<file path="config.mk">
export PLATFORM = sky130hd
export DESIGN_NAME = issue_queue_flat
export DESIGN_NICKNAME = d
export VERILOG_FILES = /design/src/rtl/isa_pkg.sv /design/src/rtl/issue_queue_if.sv /design/src/rtl/issue_pair_check.sv /design/src/rtl/issue_queue.sv /design/src/flat_wrapper.sv
export SDC_FILE = /design/constraint.sdc
export NUM_CORES = 1
export LEC_CHECK = 0
export ABC_CLOCK_PERIOD_IN_PS = 8290
export BUFFER_PORTS_ARGS = -buffer_cell sky130_fd_sc_hd__buf_2
export CORE_UTILIZATION = 35
export DETAILED_ROUTE_END_ITERATION = 10
export PLACE_DENSITY = 0.61
export SYNTH_ARGS = -nofsm -noshare
export SYNTH_HDL_FRONTEND = slang
export SYNTH_SLANG_ARGS = --single-unit
</file>
<file path="constraint.sdc">
create_clock -name clk -period 8.29 [get_ports clk]
set_clock_uncertainty 0.1 [all_clocks]
set_input_delay 1.658 -clock clk [delete_from_list [all_inputs] [get_ports clk]]
set_output_delay 1.658 -clock clk [all_outputs]
set_load 0.02 [all_outputs]
</file>
<file path="src/rtl/isa_pkg.sv">
// rtl/isa_pkg.sv - opcode/funct constants and instruction decode helpers
package isa_pkg;

    localparam logic [5:0] OP_RTYPE = 6'b000000;
    localparam logic [5:0] FN_JR    = 6'b001000;
    localparam logic [5:0] FN_ADD   = 6'b100000;
    localparam logic [5:0] FN_SUB   = 6'b100010;
    localparam logic [5:0] OP_JAL   = 6'b000011;
    localparam logic [5:0] OP_BEQ   = 6'b000100;
    localparam logic [5:0] OP_ADDI  = 6'b001000;
    localparam logic [5:0] OP_LW    = 6'b100011;
    localparam logic [5:0] OP_SW    = 6'b101011;

    // Register written by the instruction, 0 when it writes none.
    function automatic logic [4:0] dest_reg(input logic [31:0] ins);
        logic [4:0] d;
        case (ins[31:26])
            OP_RTYPE:       d = ins[15:11];
            OP_ADDI, OP_LW: d = ins[20:16];
            OP_JAL:         d = 5'd31;
            default:        d = 5'd0;
        endcase
        return d;
    endfunction

    // jr, jal and beq redirect the PC.
    function automatic logic is_control(input logic [31:0] ins);
        return ((ins[31:26] == OP_RTYPE) && (ins[5:0] == FN_JR)) ||
               (ins[31:26] == OP_JAL) || (ins[31:26] == OP_BEQ);
    endfunction

    // lw and sw share the single data-memory port.
    function automatic logic is_mem(input logic [31:0] ins);
        return (ins[31:26] == OP_LW) || (ins[31:26] == OP_SW);
    endfunction

endpackage

</file>
<file path="src/rtl/issue_queue_if.sv">
// rtl/issue_queue_if.sv - fetch-side and issue-side signals of the issue queue
interface issue_queue_if #(parameter int PTR_W = 3);
    logic             in_valid;
    logic [31:0]      in_ins1;
    logic [31:0]      in_ins2;
    logic [31:0]      in_pc;
    logic             flush;
    logic             stall_pc;
    logic [31:0]      out_e;
    logic             out_e_valid;
    logic [31:0]      out_f;
    logic             out_f_valid;
    logic [31:0]      out_pc;
    logic [PTR_W:0]   count;

    modport master (
        output in_valid, in_ins1, in_ins2, in_pc, flush,
        input  stall_pc, out_e, out_e_valid, out_f, out_f_valid, out_pc, count
    );

    modport slave (
        input  in_valid, in_ins1, in_ins2, in_pc, flush,
        output stall_pc, out_e, out_e_valid, out_f, out_f_valid, out_pc, count
    );
endinterface

</file>
<file path="src/rtl/issue_pair_check.sv">
// rtl/issue_pair_check.sv - decides whether head and next may issue together
module issue_pair_check
    import isa_pkg::*;
(
    input  logic [31:0] head,
    input  logic [31:0] next,
    output logic        dual_ok
);

    logic [4:0] head_dst;
    logic [4:0] next_dst;
    logic       ctl_hit;
    logic       mem_hit;
    logic       raw_hit;
    logic       waw_hit;

    // Any control instruction, two memory ops, or a register dependency blocks pairing.
    always_comb begin
        head_dst = dest_reg(head);
        next_dst = dest_reg(next);
        ctl_hit  = is_control(head) || is_control(next);
        mem_hit  = is_mem(head) && is_mem(next);
        raw_hit  = (head_dst != 5'd0) &&
                   ((next[25:21] == head_dst) || (next[20:16] == head_dst));
        waw_hit  = (head_dst != 5'd0) && (next_dst == head_dst);
        dual_ok  = !(ctl_hit || mem_hit || raw_hit || waw_hit);
    end

endmodule

</file>
<file path="src/rtl/issue_queue.sv">
// rtl/issue_queue.sv - instruction buffer with in-order dual-issue selection
module issue_queue
    import isa_pkg::*;
#(
    parameter int DEPTH = 8,
    parameter int PTR_W = 3
) (
    input  logic           clk,
    input  logic           rst,
    issue_queue_if.slave   bus
);

    localparam int CNT_W = PTR_W + 1;

    logic [31:0]      mem_ins_q [DEPTH];
    logic [31:0]      mem_pc_q  [DEPTH];

    logic [PTR_W-1:0] rd_ptr_q, rd_ptr_d;
    logic [PTR_W-1:0] wr_ptr_q, wr_ptr_d;
    logic [CNT_W-1:0] count_q, count_d;
    logic [31:0]      out_e_q, out_e_d;
    logic             out_e_valid_q, out_e_valid_d;
    logic [31:0]      out_f_q, out_f_d;
    logic             out_f_valid_q, out_f_valid_d;
    logic [31:0]      out_pc_q, out_pc_d;

    logic             stall_pc;
    logic             push;
    logic             issue_e;
    logic             issue_f;
    logic             dual_ok;
    logic [PTR_W-1:0] next_ptr;
    logic [31:0]      head_ins;
    logic [31:0]      next_ins;

    assign next_ptr = rd_ptr_q + PTR_W'(1);
    assign head_ins = mem_ins_q[rd_ptr_q];
    assign next_ins = mem_ins_q[next_ptr];

    issue_pair_check u_pair_check (
        .head    (head_ins),
        .next    (next_ins),
        .dual_ok (dual_ok)
    );

    // Fewer than two free slots means the fetch pair cannot land; uses the pre-edge count.
    assign stall_pc = (count_q > CNT_W'(DEPTH - 2));
    assign push     = bus.in_valid && !stall_pc;
    assign issue_e  = (count_q != '0);
    assign issue_f  = (count_q >= CNT_W'(2)) && dual_ok;

    // Next-state for pointers, occupancy and the registered issue slots; flush overrides all but out_pc.
    always_comb begin
        rd_ptr_d      = rd_ptr_q;
        wr_ptr_d      = wr_ptr_q;
        count_d       = count_q;
        out_e_d       = 32'd0;
        out_e_valid_d = 1'b0;
        out_f_d       = 32'd0;
        out_f_valid_d = 1'b0;
        out_pc_d      = out_pc_q;
        if (bus.flush) begin
            rd_ptr_d = '0;
            wr_ptr_d = '0;
            count_d  = '0;
        end else begin
            if (issue_e) begin
                out_e_d       = head_ins;
                out_e_valid_d = 1'b1;
                out_pc_d      = mem_pc_q[rd_ptr_q];
            end
            if (issue_f) begin
                out_f_d       = next_ins;
                out_f_valid_d = 1'b1;
            end
            rd_ptr_d = rd_ptr_q + PTR_W'(issue_e) + PTR_W'(issue_f);
            wr_ptr_d = push ? (wr_ptr_q + PTR_W'(2)) : wr_ptr_q;
            count_d  = count_q + (push ? CNT_W'(2) : CNT_W'(0))
                     - CNT_W'(issue_e) - CNT_W'(issue_f);
        end
    end

    // Control and output registers, cleared asynchronously.
    always_ff @(posedge clk or negedge rst) begin
        if (!rst) begin
            rd_ptr_q      <= '0;
            wr_ptr_q      <= '0;
            count_q       <= '0;
            out_e_q       <= 32'd0;
            out_e_valid_q <= 1'b0;
            out_f_q       <= 32'd0;
            out_f_valid_q <= 1'b0;
            out_pc_q      <= 32'd0;
        end else begin
            rd_ptr_q      <= rd_ptr_d;
            wr_ptr_q      <= wr_ptr_d;
            count_q       <= count_d;
            out_e_q       <= out_e_d;
            out_e_valid_q <= out_e_valid_d;
            out_f_q       <= out_f_d;
            out_f_valid_q <= out_f_valid_d;
            out_pc_q      <= out_pc_d;
        end
    end

    // Entry storage needs no reset; occupancy tracking decides what is valid.
    always_ff @(posedge clk) begin
        if (push && !bus.flush) begin
            mem_ins_q[wr_ptr_q] <= bus.in_ins1;
            mem_pc_q[wr_ptr_q]  <= bus.in_pc;
            mem_ins_q[wr_ptr_q + PTR_W'(1)] <= bus.in_ins2;
            mem_pc_q[wr_ptr_q + PTR_W'(1)]  <= bus.in_pc + 32'd1;
        end
    end

    assign bus.stall_pc    = stall_pc;
    assign bus.out_e       = out_e_q;
    assign bus.out_e_valid = out_e_valid_q;
    assign bus.out_f       = out_f_q;
    assign bus.out_f_valid = out_f_valid_q;
    assign bus.out_pc      = out_pc_q;
    assign bus.count       = count_q;

endmodule

</file>
<file path="src/flat_wrapper.sv">
// flat-port wrapper written by rule: the top's interface ports become plain ports
module issue_queue_flat import isa_pkg::*;
#(
    parameter int DEPTH = 8,
    parameter int PTR_W = 3
)
  (clk, rst, bus_in_valid, bus_in_ins1, bus_in_ins2, bus_in_pc, bus_flush, bus_stall_pc, bus_out_e, bus_out_e_valid, bus_out_f, bus_out_f_valid, bus_out_pc, bus_count);
  issue_queue_if #(.PTR_W(PTR_W)) bus_i ();
  input  logic clk;
  input  logic rst;
  input wire logic [$bits(bus_i.in_valid)-1:0] bus_in_valid;
  input wire logic [$bits(bus_i.in_ins1)-1:0] bus_in_ins1;
  input wire logic [$bits(bus_i.in_ins2)-1:0] bus_in_ins2;
  input wire logic [$bits(bus_i.in_pc)-1:0] bus_in_pc;
  input wire logic [$bits(bus_i.flush)-1:0] bus_flush;
  output wire logic [$bits(bus_i.stall_pc)-1:0] bus_stall_pc;
  output wire logic [$bits(bus_i.out_e)-1:0] bus_out_e;
  output wire logic [$bits(bus_i.out_e_valid)-1:0] bus_out_e_valid;
  output wire logic [$bits(bus_i.out_f)-1:0] bus_out_f;
  output wire logic [$bits(bus_i.out_f_valid)-1:0] bus_out_f_valid;
  output wire logic [$bits(bus_i.out_pc)-1:0] bus_out_pc;
  output wire logic [$bits(bus_i.count)-1:0] bus_count;
  assign bus_i.in_valid = bus_in_valid;
  assign bus_i.in_ins1 = bus_in_ins1;
  assign bus_i.in_ins2 = bus_in_ins2;
  assign bus_i.in_pc = bus_in_pc;
  assign bus_i.flush = bus_flush;
  assign bus_stall_pc = bus_i.stall_pc;
  assign bus_out_e = bus_i.out_e;
  assign bus_out_e_valid = bus_i.out_e_valid;
  assign bus_out_f = bus_i.out_f;
  assign bus_out_f_valid = bus_i.out_f_valid;
  assign bus_out_pc = bus_i.out_pc;
  assign bus_count = bus_i.count;
  issue_queue #(.DEPTH(DEPTH), .PTR_W(PTR_W)) u_core (.clk(clk), .rst(rst), .bus(bus_i));
endmodule
</file>
==> results of run 1 <==
[cells in the final DEF (no fill, tap or decap), types with 3 or more instances in the layout]
master     count
bufinv_16      5
inv_1         17
or3_1          4
nand2_2        4
clkinv_1       4
xnor2_1      103
and3_1        19
nor3_1         7
buf_2        201
a21oi_1        5
dfrtp_1      104
dfrtp_4        3
a211o_1        3
mux4_2       188
ha_1          11
nor2_1        88
clkbuf_8       9
xor2_1        37
nor4_1        31
nand3_1       12
inv_6          5
o32ai_1        3
clkinv_8       3
nand2_1      526
clkbuf_1      18
diode_2        7
nor2b_1        5
or2_2          3
nand4_1       13
and2_1         4
a211oi_1       7
clkbuf_16     71
mux2_2         4
buf_4         26
o21ai_0       35
mux2i_1      108
clkinv_2      13
fa_1           3
edfxtp_1     512
[final cells by class]
type | count | area [um2] | share of cell area [%]
multi-input cells | 1246 | 10300 | 30.8
clock inverters | 29 | 339 | 1.02
clock buffers | 98 | 1970 | 5.90
well taps | 1080 | 1350 | 4.05
flip-flops and latches | 619 | 18100 | 54.2
repair buffers | 229 | 1230 | 3.70
inverters | 22 | 101 | 0.304
diodes | 7 | 17.5 | 0.0525
[flip-flops by register name, summed over array words and instances, names as in the netlist]
signal and count:
u_core.mem_ins_q 256, u_core.bus.out_f_valid 1, u_core.bus.count 4, u_core.bus.out_e 32, u_core.bus.out_pc 32, u_core.wr_ptr_q 2
u_core.rd_ptr_q 3, u_core.bus.out_e_valid 1, u_core.bus.out_f 32, u_core.mem_pc_q 256
[cell families after synthesis]
family	count (synthesis)
DFF	619
buffers and inverters	302
muxes	300
xor gates and xnor gates	141
AOI/OAI and AO/OA	61
adders and majority gates	15
and+or+nand+nor	729
[critical path, stage by stage (launching register included)]
cell	delay [ps]
dfrtp_4	1190
xor2_4	840
mux4_2	670
or4b_1	550
nand2_1	210
a211oi_1	120
xor2_1	170
nand3_1	120
o31ai_4	80
or2_2	330
fa_1	540
inv_1	60
nor2_1	180
ha_1	270
a21o_1	160
a21oi_1	170
xnor2_1	140
nor2_1	50
[per-stage QoR]
| stage | hold WS [ps] | setup WS [ps] | util [%] |
|---|---|---|---|
| 2_1_floorplan | 442 | 1180 | - |
| 3_3_place_gp | 364 | 2270 | 37.1 |
| 3_5_place_dp | 365 | 2200 | 37.1 |
| 4_1_cts | 378 | 2180 | 39.9 |
| 5_1_grt | 405 | 1840 | 39.9 |
| 6_report | 377 | 2170 | 39.9 |
[how the worst max path moves through the flow]
| stage | depth (start not counted) | slack [ps] | end |
|---|---|---|---|
| detailed placement | 17 | 2200 | u_core.bus.count[3]$_DFF_PN0_ |
| finish | 17 | 2170 | u_core.bus.count[3]$_DFF_PN0_ |
| floorplan | 8 | 1180 | u_core.mem_ins_q[4][0]$_DFFE_PP_ |
| CTS | 17 | 2180 | u_core.bus.count[3]$_DFF_PN0_ |
| global placement | 17 | 2270 | u_core.bus.count[3]$_DFF_PN0_ |
| global route | 17 | 1840 | u_core.bus.count[3]$_DFF_PN0_ |
[power by group through the flow]
stage	clock network, W	registers (W)	logic [W]
final	0.00310	0.00398	0.00383
after global routing	0.00328	0.00402	0.00412
after CTS	0.00317	0.00399	0.00387
after detailed placement	0	0.00405	0.00386
after global placement	0	0.00403	0.00381
after floorplan	0	0.00417	0.00254
[layer usage]
metal / vias to the layer above / track usage (%)
met2: 658 / 29.6
met3: 132 / 3.85
met5: - / 0
met4: 14 / 4.52
met1: 8973 / 23.6
li1: 7787 / -
==> results.md, run 1 <==
- Outcome: complete, no violations
- Final WL: 75800 um
- Final cell count without fillers: 3330
- Synthesized cell area: 0.0295 mm2
- Sequential power share: 36.5%
- Clk pin slew, worst setup/hold paths: 60 ps
- Starting DRC count in detailed routing: 1642
- Nets: 2302
- CTS tree: done
- Ys async rst share: 17.3%
- Reg2Reg Capture Point: u_core.bus.count[3]$_DFF_PN0_
- Min Tclk post-route: 6120 ps
- Clk pwr share: 28.4%
- Max-cap violations: 0
- Synth Instances: 2167
- Switching part of the total: 34.5%
- Xor/xnor cell area share of the yosys netlist: 4.19%
- R2R setup slack: 2170 ps
- Hold Crit Depth: 2
- Fin. max-slew vios: 0
- Dpl cell area: 0.0310 mm2
- Avg Cell Area, Syn: 13.6 um2
- CTS Sinks: 619
- Pwr Density: 327 mW/mm2
- DR vias/cell: 5.27
- Switching Power: 0.00377 W
- Overall power: 0.0109 W
- Remaining design rule violation count: 0
- Worst Hold Path EP: u_core.bus.out_pc[26]$_DFFE_PN0P_
- Primary FF master, synth: edfxtp_1
- Placed instance count: 3196
- Setup TNS: 0 ps
- Global-route wire length before repair: 115000 um
- CTS Root Cell: clkbuf_16
- Port Buffers: 202
- DIE AREA: 0.0854 mm2
- DR WL/cell: 22.8 um
- CTS Hold Bufs: 0
- Synthesis-to-layout area growth: 13.1%
- Post-Synth Simple-Gate Area: 10.3%
- Worst hold start: u_core.bus.out_pc[26]$_DFFE_PN0P_
- Type of the worst min-delay path: register to register
- Crit share post-route: 73.8%
- CP startpoint: u_core.rd_ptr_q[2]$_DFF_PN0_
- Final setup violation count: 0
- First-pass detailed-route iteration total: 5
- Post-synth EDFFs: 512
- Met2 wire len: 37000 um
- Peak VDD IR: 0.240 mV
- Filler instances: 7665
- Synth top area cells: edfxtp_1, mux4_2, dfrtp_1, nand2_1, mux2i_1
- FP Rows: 106
- RSZ-0062 raised after global routing: false
- Flops & latches, synth: 619
- Max-slew headroom: 23.9%
- Vias: 17600
- Logic pwr share: 35.1%
- Reg2Reg Depth: 17
- H-Tree Depth: 3
- Most frequent cell after synthesis: nand2_1
- Synth top cells by count: nand2_1, edfxtp_1, clkbuf_1, mux4_2, mux2i_1
- Syn Nets: 2282
- M1 WL: 31600 um
- Die width: 292 um
- Post-synthesis adder-cell area fraction: 0.713%
- Top cell type by total area after synthesis: edfxtp_1
- Core ar.: 0.0836 mm2
- Starting density of the core: 35.3%
- Final instance area: 0.0333 mm2
- Gp weighted congestion: 0.868
- Nature of the critical path startpoint: register
- Worst-skew pair later-pin latency: 620 ps
- Slew @ Worst Pin: 1140 ps
- Top sig layer: met5
- Leak: 12.0 nW
- Met3 routed WL: 5590 um
- WP data required: 8660 ps
- Post-DP HPWL: 47800 um
- Complex-gate fraction of the synthesized area: 1.31%
- Crit path DAT: 6490 ps
- Share of cells above drive strength 1: 24.5%
- Yosys warning count: 0
- Synth top area share: 52.2%
- Max Buffers Root-to-Sink: 3
- Achievable clock frequency: 163 MHz
- Int Power: 0.00715 W
- Antenna violations before repair: 19
- Worst r2r src: u_core.rd_ptr_q[2]$_DFF_PN0_
- Die span in y: 292 um
- CTS Buf Count: 69
- I/O pin cnt: 203
- Vias in the first global route: 18000
- Combinational family with the most area after synthesis: multiplexers
- Synth cell types: 48
- Sequential area share after synthesis: 61.2%
- Worst setup path category: register to register
- Critical Path End Type: register
- GRT overflow: 0
- Pin count of the biggest net entering global routing: 104
- Worst Path Max Fanout: 47
- Total track usage: 17.8%
- Mux cell area share after synthesis: 18.2%
- Hold Fails Final Rpt: 0
- Post-route ant nets: 0
- Post_cts resized: 0
- Post-CTS Setup Inserts: 0
Note: power is estimated with default switching activity, not from simulation.
==> inputs of run 2 (changes only) <==
ABC_CLOCK_PERIOD_IN_PS = 6100   (was 8290)
clock period = 6.1 ns   (was 8.29 ns; I/O delays follow)
==> results.md, run 2 (synthesis gave the netlist of run 1 again) <==
- Outcome: complete, no violations
- R2R setup slack: 570 ps
- CTS Sinks: 619
- CP peak stage delay: 700 ps
- Min Tclk post-route: 5530 ps
- GRT overflow: 0
- DIE AREA: 0.0854 mm2
- Clk pin slew, worst setup/hold paths: 60 ps
- Nature of the critical path startpoint: register
- DR WL/cell: 22.2 um
- CTS tree: done
- Filler instances: 7691
- CTS Root Cell: clkbuf_16
- WP data required: 6470 ps
- Pin count of the biggest net entering global routing: 91
- Pre-CTS setup slack: 521 ps
- Storage cell area: 0.0181 mm2
- Pwr Density: 441 mW/mm2
- Worst Path Max Fanout: 22
- Type of the worst min-delay path: register to register
- CTS Hold Bufs: 0
- Core ar.: 0.0836 mm2
- Multi-input gate area: 0.0103 mm2
- Antenna violations before repair: 26
- Crit share post-route: 90.7%
- Die span in y: 292 um
- I/O pin cnt: 203
- Critical-path cell list: buf_4 > xor2_4 > buf_4 > mux4_2 > nand4_1 > nor3_1 > a211oi_1 > xnor2_1 > nand3_1 > o31ai_4 > or2_2 > fa_1 > inv_1 > nor2_1 > ha_1 > a21o_1 > a21oi_1 > xnor2_1 > nor2_1
- Setup TNS: 0 ps
- Int Power: 0.00973 W
- Switching part of the total: 34.1%
- Global-route wire length before repair: 113000 um
- Clk pwr share: 28.2%
- Remaining design rule violation count: 0
- Max-slew headroom: 37.8%
- Finished Core Util: 40.1%
- DR vias/cell: 5.23
- Final setup violation count: 0
- Critical Path End Type: register
- Family with the most delay on the worst path: simple AND/OR/NAND/NOR gates
- FP Rows: 106
- Logic pwr share: 35.5%
- Sequential power share: 36.2%
- Final worst slack: 567 ps
- Worst setup path category: register to register
- CP max-delay cell: dfrtp_4
- Final WL: 74300 um
- Worst-skew pair later-pin latency: 610 ps
- Post-route ant nets: 0
- Gp weighted congestion: 0.837
- CP Buf/Inv Count: 3
- Hold Fails Final Rpt: 0
- Post_cts resized: 0
- Achievable clock frequency: 181 MHz
- Vias in the first global route: 18200
- Fin. max-slew vios: 0
- Vias: 17500
- Total track usage: 17.6%
- Slew @ Worst Pin: 933 ps
- CTS Buf Count: 71
- H-Tree Depth: 3
- Nets: 2319
- Post-DP HPWL: 47300 um
- Switching Power: 0.00504 W
- Crit path DAT: 5900 ps
- Max-cap violations: 0
- Share of cells above drive strength 1: 25.0%
- Starting density of the core: 35.3%
- Port Buffers: 202
- Starting DRC count in detailed routing: 1430
- RSZ-0062 raised after global routing: false
- Max Buffers Root-to-Sink: 3
- Top flop regs: u_core.mem_ins_q (256), u_core.mem_pc_q (256)
- Most common cell after layout, fill and taps aside: nand2_1
- Synthesis-to-layout area growth: 13.5%
- Die width: 292 um
- Leak: 12.1 nW
- Peak VDD IR: 0.307 mV
- Most frequent cells in the layout: nand2_1, edfxtp_1, buf_2
- First-pass detailed-route iteration total: 5
- Post-CTS Setup Inserts: 0
-- run 2: cell count changes in the layout (fill, tap and decap cells not counted), moves of 2 or more --
| cell | before | now |
|---|---|---|
| inv_4 | 1 | 3 |
| clkinv_4 | 0 | 2 |
| clkinv_1 | 4 | 8 |
| clkbuf_8 | 9 | 3 |
| clkinv_8 | 3 | 1 |
| clkbuf_16 | 71 | 75 |
| diode_2 | 7 | 4 |
| clkbuf_1 | 18 | 14 |
| buf_12 | 1 | 5 |
| buf_4 | 26 | 37 |
| inv_16 | 2 | 0 |
-- run 2: stage by stage --
stage / hold slack, ps / instance area (um2) / power, W / instances
after floorplan: 442 / 29500 / 0.00912 / 2167
after global placement: 365 / 31200 / 0.0107 / 3211
after detailed placement: 372 / 31200 / 0.0108 / 3211
after CTS: 387 / 33500 / 0.0150 / 3338
after global routing: 420 / 33500 / 0.0155 / 3341
final: 382 / 33500 / 0.0148 / 3342
-- run 2: power by group through the flow --
stage	clock network [W]	logic [W]	registers, W
2_1_floorplan	0	0.00346	0.00566
3_3_place_gp	0	0.00526	0.00542
3_5_place_dp	0	0.00532	0.00544
4_1_cts	0.00428	0.00534	0.00536
5_1_grt	0.00443	0.00569	0.00541
6_report	0.00417	0.00525	0.00535
-- run 2: cell type report --
| cell class | count | area share [%] |
|---|---|---|
| Sequential cell | 619 | 54.0 |
| Clock buffer | 93 | 5.91 |
| Antenna cell | 4 | 0.0299 |
| Multi-Input combinational cell | 1246 | 30.7 |
| Inverter | 22 | 0.303 |
| Tap cell | 1080 | 4.04 |
| Clock inverter | 34 | 0.901 |
| Timing Repair Buffer | 244 | 4.17 |
-- run 2: final timing paths --
check                                            startpoint                           endpoint  depth (start not counted)
max reg2reg                    u_core.rd_ptr_q[2]$_DFF_PN0_      u_core.bus.count[3]$_DFF_PN0_                         19
min reg2reg                u_core.bus.out_pc[7]$_DFFE_PN0P_   u_core.bus.out_pc[7]$_DFFE_PN0P_                          2
min                        u_core.bus.out_pc[7]$_DFFE_PN0P_   u_core.bus.out_pc[7]$_DFFE_PN0P_                          2
max in group asynchronous                               rst  u_core.bus.out_pc[10]$_DFFE_PN0P_                          2
min in group asynchronous                               rst      u_core.bus.out_f[6]$_DFF_PN0_                          1
max                            u_core.rd_ptr_q[2]$_DFF_PN0_      u_core.bus.count[3]$_DFF_PN0_                         19
-- run 2: worst min-delay path: stages, from the launching register on --
cell	delay, ps
dfrtp_1	340
nand2_1	50
o21ai_0	60
-- run 2: metal layers --
layer | routed length [um] | vias to the layer above | part of all wire [%] | global-route usage [%]
met3 | 5450 | 152 | 7.3 | 4.16
met2 | 36000 | 638 | 49 | 29.2
met5 | 141 | - | 0.19 | 0
met4 | 1890 | 20 | 2.5 | 5.80
li1 | - | 7822 | - | -
met1 | 30800 | 8856 | 41 | 22.5
